[src/rtl/lea_pkg.sv]
// rtl/lea_pkg.sv - shared types and constants for the LEA controller
// Purpose: sequencer state encoding, address/counter widths and the
//          key-length to round-count mapping.
// Contents: state_t, RK_ADDR_W, CNT_W, nr_of()
package lea_pkg;

  localparam int RK_ADDR_W = 5;
  localparam int CNT_W     = 6;

  typedef enum logic [2:0] {
    IDLE,
    KS_RESET,
    KS_RUN,
    READY,
    ROUND,
    OUT
  } state_t;

  // Round count for a key length; unsupported lengths fall back to 128-bit.
  function automatic int nr_of(input int key_len);
    case (key_len)
      192:     return 28;
      256:     return 32;
      default: return 24;
    endcase
  endfunction

endpackage

[src/rtl/lea_controller_if.sv]
// rtl/lea_controller_if.sv - control/handshake bundle around the LEA sequencer
// Purpose: groups key-schedule control, round-key RAM arbitration, datapath
//          strobes and the input/output valid/ready handshakes.
// Modports: master = lea_controller side, slave = bus wrapper / datapath side.
// Optional: LEA_DECRYPT_EN adds decrypt (block direction, sampled at accept).
interface lea_controller_if;
  import lea_pkg::*;

  logic                 key_load;
  logic                 key_ready;
  logic                 ks_rst;
  logic                 ks_done;
  logic                 rk_sel;
  logic [RK_ADDR_W-1:0] rk_addr;
  logic                 data_valid;
  logic                 data_ready;
  logic                 load_state;
  logic                 round_en;
  logic                 out_valid;
  logic                 out_ready;
  logic                 busy;
`ifdef LEA_DECRYPT_EN
  logic                 decrypt;
`endif

  modport master (
`ifdef LEA_DECRYPT_EN
    input  decrypt,
`endif
    input  key_load, ks_done, data_valid, out_ready,
    output key_ready, ks_rst, rk_sel, rk_addr, data_ready,
    output load_state, round_en, out_valid, busy
  );

  modport slave (
`ifdef LEA_DECRYPT_EN
    output decrypt,
`endif
    output key_load, ks_done, data_valid, out_ready,
    input  key_ready, ks_rst, rk_sel, rk_addr, data_ready,
    input  load_state, round_en, out_valid, busy
  );

endinterface

[src/rtl/counter.sv]
// rtl/counter.sv - loadable up/down counter
// Purpose: general counter; used as the LEA round / round-key address counter.
// Ports: clk, rst (async, active-high), clr (sync clear), load + load_val,
//        up, down (clr > load > up > down), count.
module counter #(
  parameter int DATA_WIDTH = 6
) (
  input  logic                  clk,
  input  logic                  rst,
  input  logic                  clr,
  input  logic                  load,
  input  logic [DATA_WIDTH-1:0] load_val,
  input  logic                  up,
  input  logic                  down,
  output logic [DATA_WIDTH-1:0] count
);

  always_ff @(posedge clk or posedge rst) begin
    if (rst) begin
      count <= '0;
    end else if (clr) begin
      count <= '0;
    end else if (load) begin
      count <= load_val;
    end else if (up) begin
      count <= count + 1'b1;
    end else if (down) begin
      count <= count - 1'b1;
    end
  end

endmodule

[src/rtl/lea_controller.sv]
// rtl/lea_controller.sv - LEA core sequencer
// Purpose: starts/monitors the key schedule, arbitrates the round-key RAM
//          between schedule writes and datapath reads, and runs one block
//          through NR rounds between input and output valid/ready handshakes.
// Ports: clk, rst (async, active-high), bus (lea_controller_if.master).
// Parameter: KEY_LEN 128/192/256 -> NR 24/28/32 (others -> 24).
// Optional: LEA_DECRYPT_EN - bus.decrypt sampled at accept; when set the
//           round-key address runs NR-1 down to 0. Timing is unchanged.
module lea_controller
  import lea_pkg::*;
#(
  parameter int KEY_LEN = 128
) (
  input logic              clk,
  input logic              rst,
  lea_controller_if.master bus
);

  localparam int               NR      = nr_of(KEY_LEN);
  localparam logic [CNT_W-1:0] LAST_UP = CNT_W'(NR - 1);

  state_t           state;
  state_t           state_nxt;
  logic             pending;
  logic             key_ready_q;
  logic             accept;
  logic             last_round;
  logic             dir_down;
  logic [CNT_W-1:0] count;
  logic [CNT_W-1:0] cnt_init;
  logic             cnt_clr;
  logic             cnt_up;
  logic             cnt_down;

`ifdef LEA_DECRYPT_EN
  // Direction is captured with the block so it cannot change mid-flight.
  always_ff @(posedge clk or posedge rst) begin
    if (rst) begin
      dir_down <= 1'b0;
    end else if (accept) begin
      dir_down <= bus.decrypt;
    end
  end
  assign cnt_init = bus.decrypt ? LAST_UP : '0;
`else
  assign dir_down = 1'b0;
  assign cnt_init = '0;
`endif

  assign last_round = dir_down ? (count == '0) : (count == LAST_UP);

  assign cnt_clr  = (state == KS_RESET);
  assign cnt_up   = (state == ROUND) && !last_round && !dir_down;
  assign cnt_down = (state == ROUND) && !last_round && dir_down;

  counter #(
    .DATA_WIDTH(CNT_W)
  ) u_round_cnt (
    .clk      (clk),
    .rst      (rst),
    .clr      (cnt_clr),
    .load     (accept),
    .load_val (cnt_init),
    .up       (cnt_up),
    .down     (cnt_down),
    .count    (count)
  );

  always_ff @(posedge clk or posedge rst) begin
    if (rst) begin
      state       <= IDLE;
      pending     <= 1'b0;
      key_ready_q <= 1'b0;
    end else begin
      state <= state_nxt;
      if (state_nxt == KS_RESET) begin
        pending     <= 1'b0;
        key_ready_q <= 1'b0;
      end else begin
        // A key change during a block is deferred until the result is taken.
        if ((state == ROUND || state == OUT) && bus.key_load) begin
          pending <= 1'b1;
        end
        if (state == KS_RUN && state_nxt == READY) begin
          key_ready_q <= 1'b1;
        end
      end
    end
  end

  always_comb begin
    state_nxt      = state;
    accept         = 1'b0;
    bus.ks_rst     = 1'b0;
    bus.rk_sel     = 1'b0;
    bus.data_ready = 1'b0;
    bus.load_state = 1'b0;
    bus.round_en   = 1'b0;
    bus.out_valid  = 1'b0;
    unique case (state)
      IDLE: begin
        bus.ks_rst = 1'b1;
        if (bus.key_load) begin
          state_nxt = KS_RESET;
        end
      end
      KS_RESET: begin
        bus.ks_rst = 1'b1;
        state_nxt  = KS_RUN;
      end
      KS_RUN: begin
        if (bus.key_load) begin
          state_nxt = KS_RESET;
        end else if (bus.ks_done) begin
          state_nxt = READY;
        end
      end
      READY: begin
        bus.rk_sel = 1'b1;
        // data_ready drops under key_load so a handshake always means accept.
        if (bus.key_load) begin
          state_nxt = KS_RESET;
        end else begin
          bus.data_ready = 1'b1;
          if (bus.data_valid) begin
            accept         = 1'b1;
            bus.load_state = 1'b1;
            state_nxt      = ROUND;
          end
        end
      end
      ROUND: begin
        bus.rk_sel   = 1'b1;
        bus.round_en = 1'b1;
        if (last_round) begin
          state_nxt = OUT;
        end
      end
      OUT: begin
        bus.rk_sel    = 1'b1;
        bus.out_valid = 1'b1;
        if (bus.out_ready) begin
          state_nxt = (pending || bus.key_load) ? KS_RESET : READY;
        end
      end
      default: state_nxt = IDLE;
    endcase
  end

  assign bus.key_ready = key_ready_q;
  assign bus.rk_addr   = count[RK_ADDR_W-1:0];
  assign bus.busy      = (state != IDLE) && (state != READY);

endmodule
[src/flat_wrapper.sv]
// flat-port wrapper written by rule: the top's interface ports become plain ports
module lea_controller_flat import lea_pkg::*;
#(
  parameter int KEY_LEN = 128
)
  (clk, rst, bus_key_load, bus_ks_done, bus_data_valid, bus_out_ready, bus_key_ready, bus_ks_rst, bus_rk_sel, bus_rk_addr, bus_data_ready, bus_load_state, bus_round_en, bus_out_valid, bus_busy);
  lea_controller_if bus_i ();
  input logic clk;
  input logic rst;
  input wire logic [$bits(bus_i.key_load)-1:0] bus_key_load;
  input wire logic [$bits(bus_i.ks_done)-1:0] bus_ks_done;
  input wire logic [$bits(bus_i.data_valid)-1:0] bus_data_valid;
  input wire logic [$bits(bus_i.out_ready)-1:0] bus_out_ready;
  output wire logic [$bits(bus_i.key_ready)-1:0] bus_key_ready;
  output wire logic [$bits(bus_i.ks_rst)-1:0] bus_ks_rst;
  output wire logic [$bits(bus_i.rk_sel)-1:0] bus_rk_sel;
  output wire logic [$bits(bus_i.rk_addr)-1:0] bus_rk_addr;
  output wire logic [$bits(bus_i.data_ready)-1:0] bus_data_ready;
  output wire logic [$bits(bus_i.load_state)-1:0] bus_load_state;
  output wire logic [$bits(bus_i.round_en)-1:0] bus_round_en;
  output wire logic [$bits(bus_i.out_valid)-1:0] bus_out_valid;
  output wire logic [$bits(bus_i.busy)-1:0] bus_busy;
  assign bus_i.key_load = bus_key_load;
  assign bus_i.ks_done = bus_ks_done;
  assign bus_i.data_valid = bus_data_valid;
  assign bus_i.out_ready = bus_out_ready;
  assign bus_key_ready = bus_i.key_ready;
  assign bus_ks_rst = bus_i.ks_rst;
  assign bus_rk_sel = bus_i.rk_sel;
  assign bus_rk_addr = bus_i.rk_addr;
  assign bus_data_ready = bus_i.data_ready;
  assign bus_load_state = bus_i.load_state;
  assign bus_round_en = bus_i.round_en;
  assign bus_out_valid = bus_i.out_valid;
  assign bus_busy = bus_i.busy;
  lea_controller #(.KEY_LEN(KEY_LEN)) u_core (.clk(clk), .rst(rst), .bus(bus_i));
endmodule
[config.mk]
export PLATFORM = sky130hd
export DESIGN_NAME = lea_controller_flat
export DESIGN_NICKNAME = d
export VERILOG_FILES = /design/src/rtl/lea_pkg.sv /design/src/rtl/lea_controller_if.sv /design/src/rtl/counter.sv /design/src/rtl/lea_controller.sv /design/src/flat_wrapper.sv
export SDC_FILE = /design/constraint.sdc
export NUM_CORES = 1
export LEC_CHECK = 0
export BUFFER_PORTS_ARGS = -buffer_cell sky130_fd_sc_hd__buf_2
export CORE_MARGIN = 2
export CORE_UTILIZATION = 57
export CTS_BUF_LIST = sky130_fd_sc_hd__clkbuf_16
export CTS_CLUSTER_SIZE = 8
export DETAILED_ROUTE_END_ITERATION = 10
export MAX_ROUTING_LAYER = met4
export PLACE_DENSITY = 0.83
export SLEW_MARGIN = 20
export SYNTH_ARGS = -nofsm -noshare
export SYNTH_HDL_FRONTEND = slang
export SYNTH_HIERARCHICAL = 1
export SYNTH_SLANG_ARGS = --single-unit
export TNS_END_PERCENT = 30
[constraint.sdc]
create_clock -name clk -period 4.9 [get_ports clk]
set_input_delay 0 -clock clk [delete_from_list [all_inputs] [get_ports clk]]
set_output_delay 0 -clock clk [all_outputs]
set_load 0.1 [all_outputs]
==> results of run 1 <==
-- critical path, stage by stage (launching register included) --
cell	delay, ns
dfrtp_1	0.46
and4b_1	0.27
a311oi_2	0.63
inv_1	0.30
ha_1	0.38
a211oi_2	0.33
nor2_1	0.12
o211a_1	0.22
o31a_1	0.29
-- registers in the layout, indices dropped and copies added, names as in the netlist --
signal,cells
u_core/u_round_cnt/count,6
u_core/state,3
u_core/bus.key_ready,1
u_core/pending,1
-- layer usage --
metal	wire length (um)	vias to the layer above	global-route usage, %
met1	970	414	34.4
met3	144	4	6.53
met2	1160	37	46.8
li1	-	448	-
met5	0	-	-
met4	42	0	18.2
-- worst min-delay path by stage --
stage | start | endpoint | depth (start not counted)
2_1_floorplan | rst | u_core/bus.key_ready | 1
3_3_place_gp | rst | u_core/bus.key_ready | 2
3_5_place_dp | rst | u_core/bus.key_ready | 2
4_1_cts | bus_data_valid | u_core/state[2] | 3
5_1_grt | bus_data_valid | u_core/state[2] | 3
6_report | bus_data_valid | u_core/state[2] | 3
-- metrics by stage --
step / cells / instance area [sq um] / worst slack (ns) / utilization, %
3_3_place_gp: 152 / 1040 / 1.79 / 69.4
5_1_grt: 157 / 1140 / 1.64 / 75.7
4_1_cts: 157 / 1130 / 1.46 / 75.2
6_report: 157 / 1140 / 1.78 / 75.7
3_5_place_dp: 152 / 1040 / 1.51 / 69.4
2_1_floorplan: 122 / 967 / 1.48 / -
-- cell families (layout without fill, tap and decap cells) --
kind of cell | after synthesis | in the layout | share of synthesized area, %
compound gates | 33 | 33 | 24.4
simple gates | 40 | 40 | 24.6
flops | 11 | 11 | 29.9
xor+xnor | 3 | 3 | 2.85
buf+inv | 15 | 34 | 8.01
fa+ha+maj | 5 | 5 | 7.60
other cells | 1 | 13 | 0.407
mux | 2 | 2 | 2.31
-- cell usage in the layout, fill, tap and decap left out, types with 2 or more instances in the layout --
cell type,netlist,final
a21o_1,2,2
a21oi_1,9,9
a31oi_1,4,4
buf_2,2,18
clkbuf_16,0,3
conb_1,1,13
dfrtp_1,11,11
ha_1,4,4
inv_1,11,12
nand2_1,6,6
nor2_1,12,12
nor2b_1,3,3
nor3_1,2,2
nor4_1,2,2
o21ai_0,5,5
or3_1,2,2
xnor2_1,2,2
-- layout make-up --
class	count	area (sq um)	area share, %
inverters	11	41.3	3.62
well taps	16	20.0	1.76
clock buffers	3	75.1	6.59
multi-input cells	96	624	54.8
flip-flops and latches	11	275	24.1
repair buffers	19	100	8.78
clock inverters	1	3.75	0.329
==> reports/results.txt, run 1 <==
Detail Route Antenna Nets: 0
H-tree depth: 1
Crit end category: flip-flop
CP required: 5.03 ns
Max Cap Violations: 0
Clk slew on worst S/H paths: 0.04 ns
Final period utilization: 63.6%
Hold Buf Count CTS: 1
Via count: 903
Initial antenna violation count: 0
Final WL: 2.31 mm
Syn_area_per_cell: 8.38 sq um
Area of the die: 1960 sq um
Top FF cell, synth: dfrtp_1
Mapped Area: 922 sq um
Initial drt markers: 24
CTS tree: done
Tmin final: 3.12 ns
Final hold violation count: 0
Grt total ovfl: 0
Worst-margin pin slew: 0.666 ns
EDFF count, synth: 0
P&R area growth vs syn: 23.6%
Cts bufs inserted: 3
Crit path kind: reg2reg
Final Skew: 0.00565 ns
Largest net degree at the start of global routing: 14
WP data arrival: 3.24 ns
Total negative setup slack: 0 ns
Rel. slew slack: 55.6%
DRC Markers: 0
Antenna diodes: 0
Clock sink total: 11
RSZ-0062 raised after global routing: no
Top cell type's share of synthesized area: 29.9%
Status: finished, final reports clean
Final setup viols: 0
Most common cell in the netlist: nor2_1
Gr usage total: 29.7%
Critical Path Sink: u_core/u_round_cnt/count[5]
Starting Density: 61.2%
Synth area leaders: dfrtp_1 30%, ha_1 5.4%, a21oi_1 4.9%
CTS Buffer Depth: 2
Hold WS: 0.0705 ns
Synth area leader: dfrtp_1
Critical Path Start: u_core/u_round_cnt/count[0]
PortBufs: 18
Fmax: 0.321 GHz
Row count: 14
Synth cell count leaders: 12 x nor2_1, 11 x dfrtp_1, 11 x inv_1, 9 x a21oi_1, 6 x nand2_1
Worst skew pair latency: 0.24 ns
I/O pin total: 19
Routed len/inst: 14.7 um
Vias in the first global route: 883
First-pass GRT wire length: 3.91 mm
R2R cell count: 8
Post-cts resize count: 0
Yosys Warn Count: 6
Postcts setup bufs: 0
Register area share after synthesis: 29.9%
Die Span X: 44.2 um
Clk root buf: clkbuf_16
Worst-path maximum fanout: 11
1st-pass router iterations: 4
Yosys cell types: 47
Worst R2R End: u_core/u_round_cnt/count[5]
Vias per inst: 5.75
R2R setup slack: 1.78 ns
Count of state elements after synthesis: 11
Startpoint types: flip-flop
Synthesized instance count: 110
Die height: 44.2 um
Layout cells sized above 1: 20.6%
Nets: 153
Reg-to-Reg Start: u_core/u_round_cnt/count[0]
Worst hold path type: in2reg
DP HPWL: 1.74 mm
# fillers: 109
CORE AREA: 1510 sq um
Max Slew Vio Count: 0
Ys async rst share: 100%
Gpl congestion: 0.941
Power of run 1 is not shown: default switching activity piles up to over one toggle a cycle in this logic, so the estimate is an artifact.
==> run 2: changes to the inputs <==
--- a/config.mk
+++ b/config.mk
@@ -5,14 +5,15 @@
 export SDC_FILE = /design/constraint.sdc
 export NUM_CORES = 1
 export LEC_CHECK = 0
+export ABC_AREA = 1
 export BUFFER_PORTS_ARGS = -buffer_cell sky130_fd_sc_hd__buf_2
 export CORE_MARGIN = 2
-export CORE_UTILIZATION = 57
+export CORE_UTILIZATION = 53
 export CTS_BUF_LIST = sky130_fd_sc_hd__clkbuf_16
 export CTS_CLUSTER_SIZE = 8
 export DETAILED_ROUTE_END_ITERATION = 10
 export MAX_ROUTING_LAYER = met4
-export PLACE_DENSITY = 0.83
+export PLACE_DENSITY = 0.77
 export SLEW_MARGIN = 20
 export SYNTH_ARGS = -nofsm -noshare
 export SYNTH_HDL_FRONTEND = slang
==> constraint.sdc (replaced) <==
create_clock -name clk -period 3.2 [get_ports clk]
set_input_delay 0 -clock clk [delete_from_list [all_inputs] [get_ports clk]]
set_output_delay 0 -clock clk [all_outputs]
set_load 0.1 [all_outputs]
==> reports/results.txt, run 2 <==
Status: finished, final reports clean
CTS Buffer Depth: 2 (unchanged)
Crit path cell chain: inv_2 -> nand2_2 -> nor2_2 -> a21boi_1 -> inv_1 -> ha_1 -> inv_1 -> nand2_1 -> and2_1 -> nand2_1 -> nand2_1 -> o21ai_1 -> nand2_1
Buf/Inv on CP: 3 (+2)
I/O pin total: 19 (unchanged)
Worst path top cell family by delay: simple AND/OR/NAND/NOR gates
Die Span X: 46.4 um (+4.9%)
Most common cell in the netlist: nand2_1
P&R area growth vs syn: 24.4%
Area of the die: 2150 sq um (+10%)
Gpl congestion: 0.858 (-8.8%)
Synth cell count leaders: 38 x nand2_1, 19 x inv_1, 18 x nor2_1, 11 x dfrtp_1, 8 x nand3_1
Max FFs per register: 6 (unchanged)
Die height: 46.4 um (+4.9%)
Final WL: 2.23 mm (-3.4%)
Largest stage delay on the critical path: 0.43 ns (-0.20 ns)
Top FF cell, synth: dfrtp_1
Most used cells in the layout excluding fill and tap cells: 38 x nand2_1, 20 x inv_1, 18 x buf_2, 18 x nor2_1, 11 x dfrtp_1
RSZ-0062 raised after global routing: no
Crit path kind: reg2reg
Count of state elements after synthesis: 11 (unchanged)
# fillers: 133 (+22%)
Final hold violation count: 0 (unchanged)
First-pass GRT wire length: 3.41 mm (-13%)
Max stage delay cell, worst path: dfrtp_1
Final Skew: 0.00269 ns (-0.00296 ns)
Antenna diodes: 0 (unchanged)
Initial drt markers: 21 (-13%)
H-tree depth: 1 (unchanged)
Post-cts resize count: 0 (unchanged)
Total negative setup slack: 0 ns (unchanged)
PortBufs: 18 (unchanged)
Crit end category: flip-flop
Layout cells sized above 1: 26.6% (+6.1 points)
Largest net degree at the start of global routing: 9 (-5)
Final period utilization: 71.8% (+8.3 points)
Syn_area_per_cell: 6.80 sq um (-19%)
Vias in the first global route: 805 (-8.8%)
Register area share after synthesis: 28.9% (-0.94 points)
Synth area leader: dfrtp_1
CTS tree: done
Initial antenna violation count: 0 (unchanged)
Clock sink total: 11 (unchanged)
Crit path depth: 13 (+5)
Clk root buf: clkbuf_16
Worst hold path type: in2reg
Max Slew Vio Count: 0 (unchanged)
Tmin final: 2.30 ns (-0.817 ns)
Routed len/inst: 11.5 um (-22%)
1st-pass router iterations: 4 (unchanged)
Commonest non-fill, non-tap cell in the layout: nand2_1
Final setup viols: 0 (unchanged)
Synth area leaders: dfrtp_1 29%, nand2_1 15%, inv_1 7.5%
CORE AREA: 1710 sq um (+13%)
Nets: 181 (+18%)
DRC Markers: 0 (unchanged)
DP HPWL: 1.66 mm (-4.2%)
Yosys cell types: 29 (-38%)
Fmax: 0.435 GHz (+36%)
WHS Path Cells: 3 (unchanged)
R2R cell count: 13 (+5)
Synthesized instance count: 140 (+27%)
EDFF count, synth: 0 (unchanged)
Clk slew on worst S/H paths: 0.04 ns (about the same)
Pre-CTS setup slack: 1.01 ns (-0.499 ns)
Max Cap Violations: 0 (unchanged)
Row count: 15 (+1)
Detail Route Antenna Nets: 0 (unchanged)
Worst path most repeated cell: nand2_1
Top Registers: u_core/u_round_cnt/count (6), u_core/state (3)
Cts bufs inserted: 3 (unchanged)
Worst-path maximum fanout: 6 (-5)
Grt total ovfl: 0 (unchanged)
Ys async rst share: 100% (unchanged)
WP data arrival: 2.43 ns (-0.81 ns)
Final core utilization: 69.4% (-6.3 points)
Startpoint types: flip-flop
Mapped Area: 952 sq um (+3.3%)
Starting Density: 55.8% (-5.5 points)
CP required: 3.33 ns (-1.70 ns)
Via count: 915 (+1.3%)
Biggest register: u_core/u_round_cnt/count
Final WS setup: 0.901 ns (-0.883 ns)
Worst skew pair latency: 0.24 ns (about the same)
Gr usage total: 23.6% (-6.1 points)
Postcts setup bufs: 0 (unchanged)
Yosys Warn Count: 6 (unchanged)
Top cell type's share of synthesized area: 28.9% (-0.94 points)
Vias per inst: 4.72 (-18%)
-- run 2: cell types whose count changed after synthesis, moves of 4 or more --
cell | previous run | this run
a21oi_1 | 9 | 4
a31oi_1 | 4 | 0
inv_1 | 11 | 19
inv_2 | 0 | 5
nand2_1 | 6 | 38
nand2_2 | 0 | 5
nand3_1 | 1 | 8
nand3_2 | 0 | 4
nor2_1 | 12 | 18
nor2_2 | 0 | 4
o21ai_0 | 5 | 1
-- run 2: path summary, 6_finish.rpt --
path,start,end,slack [ns]
max reg2reg,u_core/state[1],u_core/u_round_cnt/count[3],0.90
min reg2reg,u_core/bus.key_ready,u_core/bus.key_ready,0.56
max in group asynchronous,rst,u_core/u_round_cnt/count[5],2.75
min in group asynchronous,rst,u_core/state[2],0.22
max,u_core/state[1],u_core/u_round_cnt/count[3],0.90
min,bus_ks_done,u_core/state[0],0.04
-- run 2: through the flow --
stage / instance area [sq um] / hold WS (ns) / cells
2_1_floorplan: 975 / -0.221 / 146
3_3_place_gp: 1100 / -0.0902 / 189
3_5_place_dp: 1100 / -0.0810 / 189
4_1_cts: 1180 / 0.0375 / 194
5_1_grt: 1180 / 0.0394 / 194
6_report: 1180 / 0.0400 / 194
-- run 2: per-layer routing --
| metal | vias to the layer above | track usage [%] | share of wire [%] |
|---|---|---|---|
| met5 | - | - | 0 |
| met4 | 0 | 8.57 | 0.49 |
| met3 | 2 | 5.49 | 5.4 |
| met2 | 23 | 36.4 | 48 |
| met1 | 410 | 29.9 | 46 |
| li1 | 480 | - | - |
-- run 2: cells by family after synthesis --
logic type / share of synthesized area, %
AND/OR/NAND/NOR: 40.6
AO/OA/AOI/OAI: 9.99
XOR/XNOR: 1.84
flip-flops: 28.9
multiplexers: 1.05
other: 0.394
adder cells (fa/ha/maj): 7.36
buffers and inverters: 9.86
-- run 2: what timing repair did --
| item | in CTS | in global routing |
|---|---|---|
| endpoints found under the setup margin | 0 | 0 |
| hold buffers | 1 | 0 |
| endpoints found under the hold margin | 11 | 0 |
-- run 2: layout make-up --
| type | instances | area [sq um] | share of cell area, % |
|---|---|---|---|
| Multi-Input combinational cell | 110 | 606 | 51.1 |
| Sequential cell | 11 | 275 | 23.2 |
| Timing Repair Buffer | 19 | 100 | 8.45 |
| Inverter | 25 | 93.8 | 7.92 |
| Clock buffer | 3 | 75.1 | 6.34 |
| Tap cell | 25 | 31.3 | 2.64 |
| Clock inverter | 1 | 3.75 | 0.317 |
-- run 2: tightest hold or removal path: cells and delay by family --
family / cells / cell delay, ns
and+or+nand+nor: 1 / 0.07
buffers and inverters: 1 / 0.10
AOI/OAI and AO/OA: 1 / 0.06
Power of run 2 is left out for the same reason.
==> run 3: changes to the inputs <==
==> constraint.sdc (replaced) <==
create_clock -name clk -period 2.2 [get_ports clk]
set_input_delay 0 -clock clk [delete_from_list [all_inputs] [get_ports clk]]
set_output_delay 0 -clock clk [all_outputs]
set_load 0.1 [all_outputs]
==> reports/results.txt, run 3 (synthesis results as in run 2) <==
Cts bufs inserted: 3 (unchanged)
H-tree depth: 1 (unchanged)
Final period utilization: 92.6% (+21 points)
Clk root buf: clkbuf_16
Critical Path Start: u_core/state[1]
Final setup viols: 0 (unchanged)
Vias per inst: 4.82 (+2.1%)
FF+latch area: 280 sq um (+1.8%)
Grt total ovfl: 0 (unchanged)
Layout cells sized above 1: 35.3% (+8.7 points)
P&R area growth vs syn: 34.8%
Final WL: 2.24 mm (about the same)
I/O pin total: 19 (unchanged)
Final hold violation count: 0 (unchanged)
Starting Density: 55.8% (unchanged)
Status: finished, final reports clean
Final Non-Filler Cells: 195 (+0.52%)
Via count: 939 (+2.6%)
WHS Path Cells: 3 (unchanged)
WP data arrival: 2.16 ns (-0.27 ns)
CP required: 2.32 ns (-1.01 ns)
Nets: 182 (+0.55%)
Die height: 46.4 um (unchanged)
Detail Route Antenna Nets: 0 (unchanged)
Area of the die: 2150 sq um (unchanged)
WHS Endpoint: u_core/state[0]
Initial antenna violation count: 0 (unchanged)
R2R cell count: 13 (unchanged)
Startpoint types: flip-flop
Die Span X: 46.4 um (unchanged)
Tmin final: 2.04 ns (-0.262 ns)
CORE AREA: 1710 sq um (unchanged)
Reg-to-Reg Start: u_core/state[1]
CTS Buffer Depth: 2 (unchanged)
Clk slew on worst S/H paths: 0.04 ns (about the same)
Most used cells in the layout excluding fill and tap cells: 38 x nand2_1, 19 x inv_1, 18 x buf_2, 17 x nor2_1, 8 x nand3_1
Worst skew pair latency: 0.23 ns (about the same)
Hold WS: 0.0377 ns (-0.00236 ns)
Antenna diodes: 0 (unchanged)
Worst-path maximum fanout: 6 (unchanged)
Max FFs per register: 6 (unchanged)
1st-pass router iterations: 4 (unchanged)
Worst R2R End: u_core/u_round_cnt/count[3]
Hold Buf Count CTS: 1 (unchanged)
Routed len/inst: 11.5 um (-0.47%)
First-pass GRT wire length: 3.82 mm (+12%)
DRC Markers: 0 (unchanged)
Initial drt markers: 21 (unchanged)
Vias in the first global route: 871 (+8.2%)
Gpl congestion: 0.953 (+11%)
Biggest register: u_core/u_round_cnt/count
Gr usage total: 26.0% (+2.5 points)
Placed cells: 190 (+0.53%)
Commonest non-fill, non-tap cell in the layout: nand2_1
Postcts setup bufs: 0 (unchanged)
# fillers: 137 (+3.0%)
Largest net degree at the start of global routing: 9 (unchanged)
Hold Startpoint: bus_ks_done
Row count: 15 (unchanged)
Post-cts resize count: 0 (unchanged)
Multi-input gate area: 689 sq um (+14%)
Final Skew: 0.000452 ns (-0.00224 ns)
Max Cap Violations: 0 (unchanged)
Top Registers: u_core/u_round_cnt/count (6), u_core/state (3)
Crit path kind: reg2reg
Clock sink total: 11 (unchanged)
Crit end category: flip-flop
Final core utilization: 75.2% (+5.8 points)
RSZ-0062 raised after global routing: no
Fmax: 0.491 GHz (+13%)
PortBufs: 18 (unchanged)
Worst hold path type: in2reg
DP HPWL: 1.78 mm (+7.1%)
R2R setup slack: 0.16 ns (-0.74 ns)
Max Slew Vio Count: 0 (unchanged)
CTS tree: done
run 3: changes by cell type in the layout (fill, tap and decap cells not counted), moves of 2 or more:
cell | before | now
ha_4 | 0 | 4
dfrtp_2 | 0 | 4
a21oi_2 | 1 | 3
dfrtp_1 | 11 | 7
a21oi_1 | 4 | 2
ha_1 | 4 | 0
run 3: worst max-delay path by stage:
stage                                  end  cells past startpoint  slack [ns]
2_1_floorplan  u_core/u_round_cnt/count[2]                      9       -0.18
3_3_place_gp   u_core/u_round_cnt/count[3]                     13        0.25
3_5_place_dp   u_core/u_round_cnt/count[3]                     13        0.21
4_1_cts        u_core/u_round_cnt/count[3]                     13        0.19
5_1_grt        u_core/u_round_cnt/count[5]                     13        0.03
6_report       u_core/u_round_cnt/count[3]                     13        0.16
run 3: critical path: stages (launching register included):
cell	delay (ns)
dfrtp_1	0.44
inv_2	0.12
nand2_4	0.08
nor2_4	0.14
a21boi_4	0.23
inv_4	0.10
ha_4	0.23
inv_1	0.05
nand2_1	0.06
and2_1	0.18
nand2_1	0.06
nand2_1	0.04
o21ai_1	0.11
nand2_1	0.06
run 3: through the flow:
stage,TNS (ns),cell area (sq um),setup WS [ns]
after global placement,0,1190,0.254
final,0,1280,0.162
after detailed placement,0,1190,0.209
after floorplan,-0.858,1070,-0.182
after global routing,0,1280,0.0309
after CTS,0,1280,0.186
run 3: layout make-up:
class,count,share of cell area (%)
Timing Repair Buffer,20,8.38
Inverter,25,7.50
Multi-Input combinational cell,110,53.7
Sequential cell,11,21.8
Tap cell,25,2.44
Clock inverter,1,0.292
Clock buffer,3,5.85
run 3: per-layer routing:
layer,global-route usage [%],wire (um),vias to the layer above
met5,-,0,-
met1,36.2,1110,430
met4,6.86,22,0
li1,-,-,484
met2,40.6,1040,20
met3,2.35,60,5
Power of run 3 is left out for the same reason.
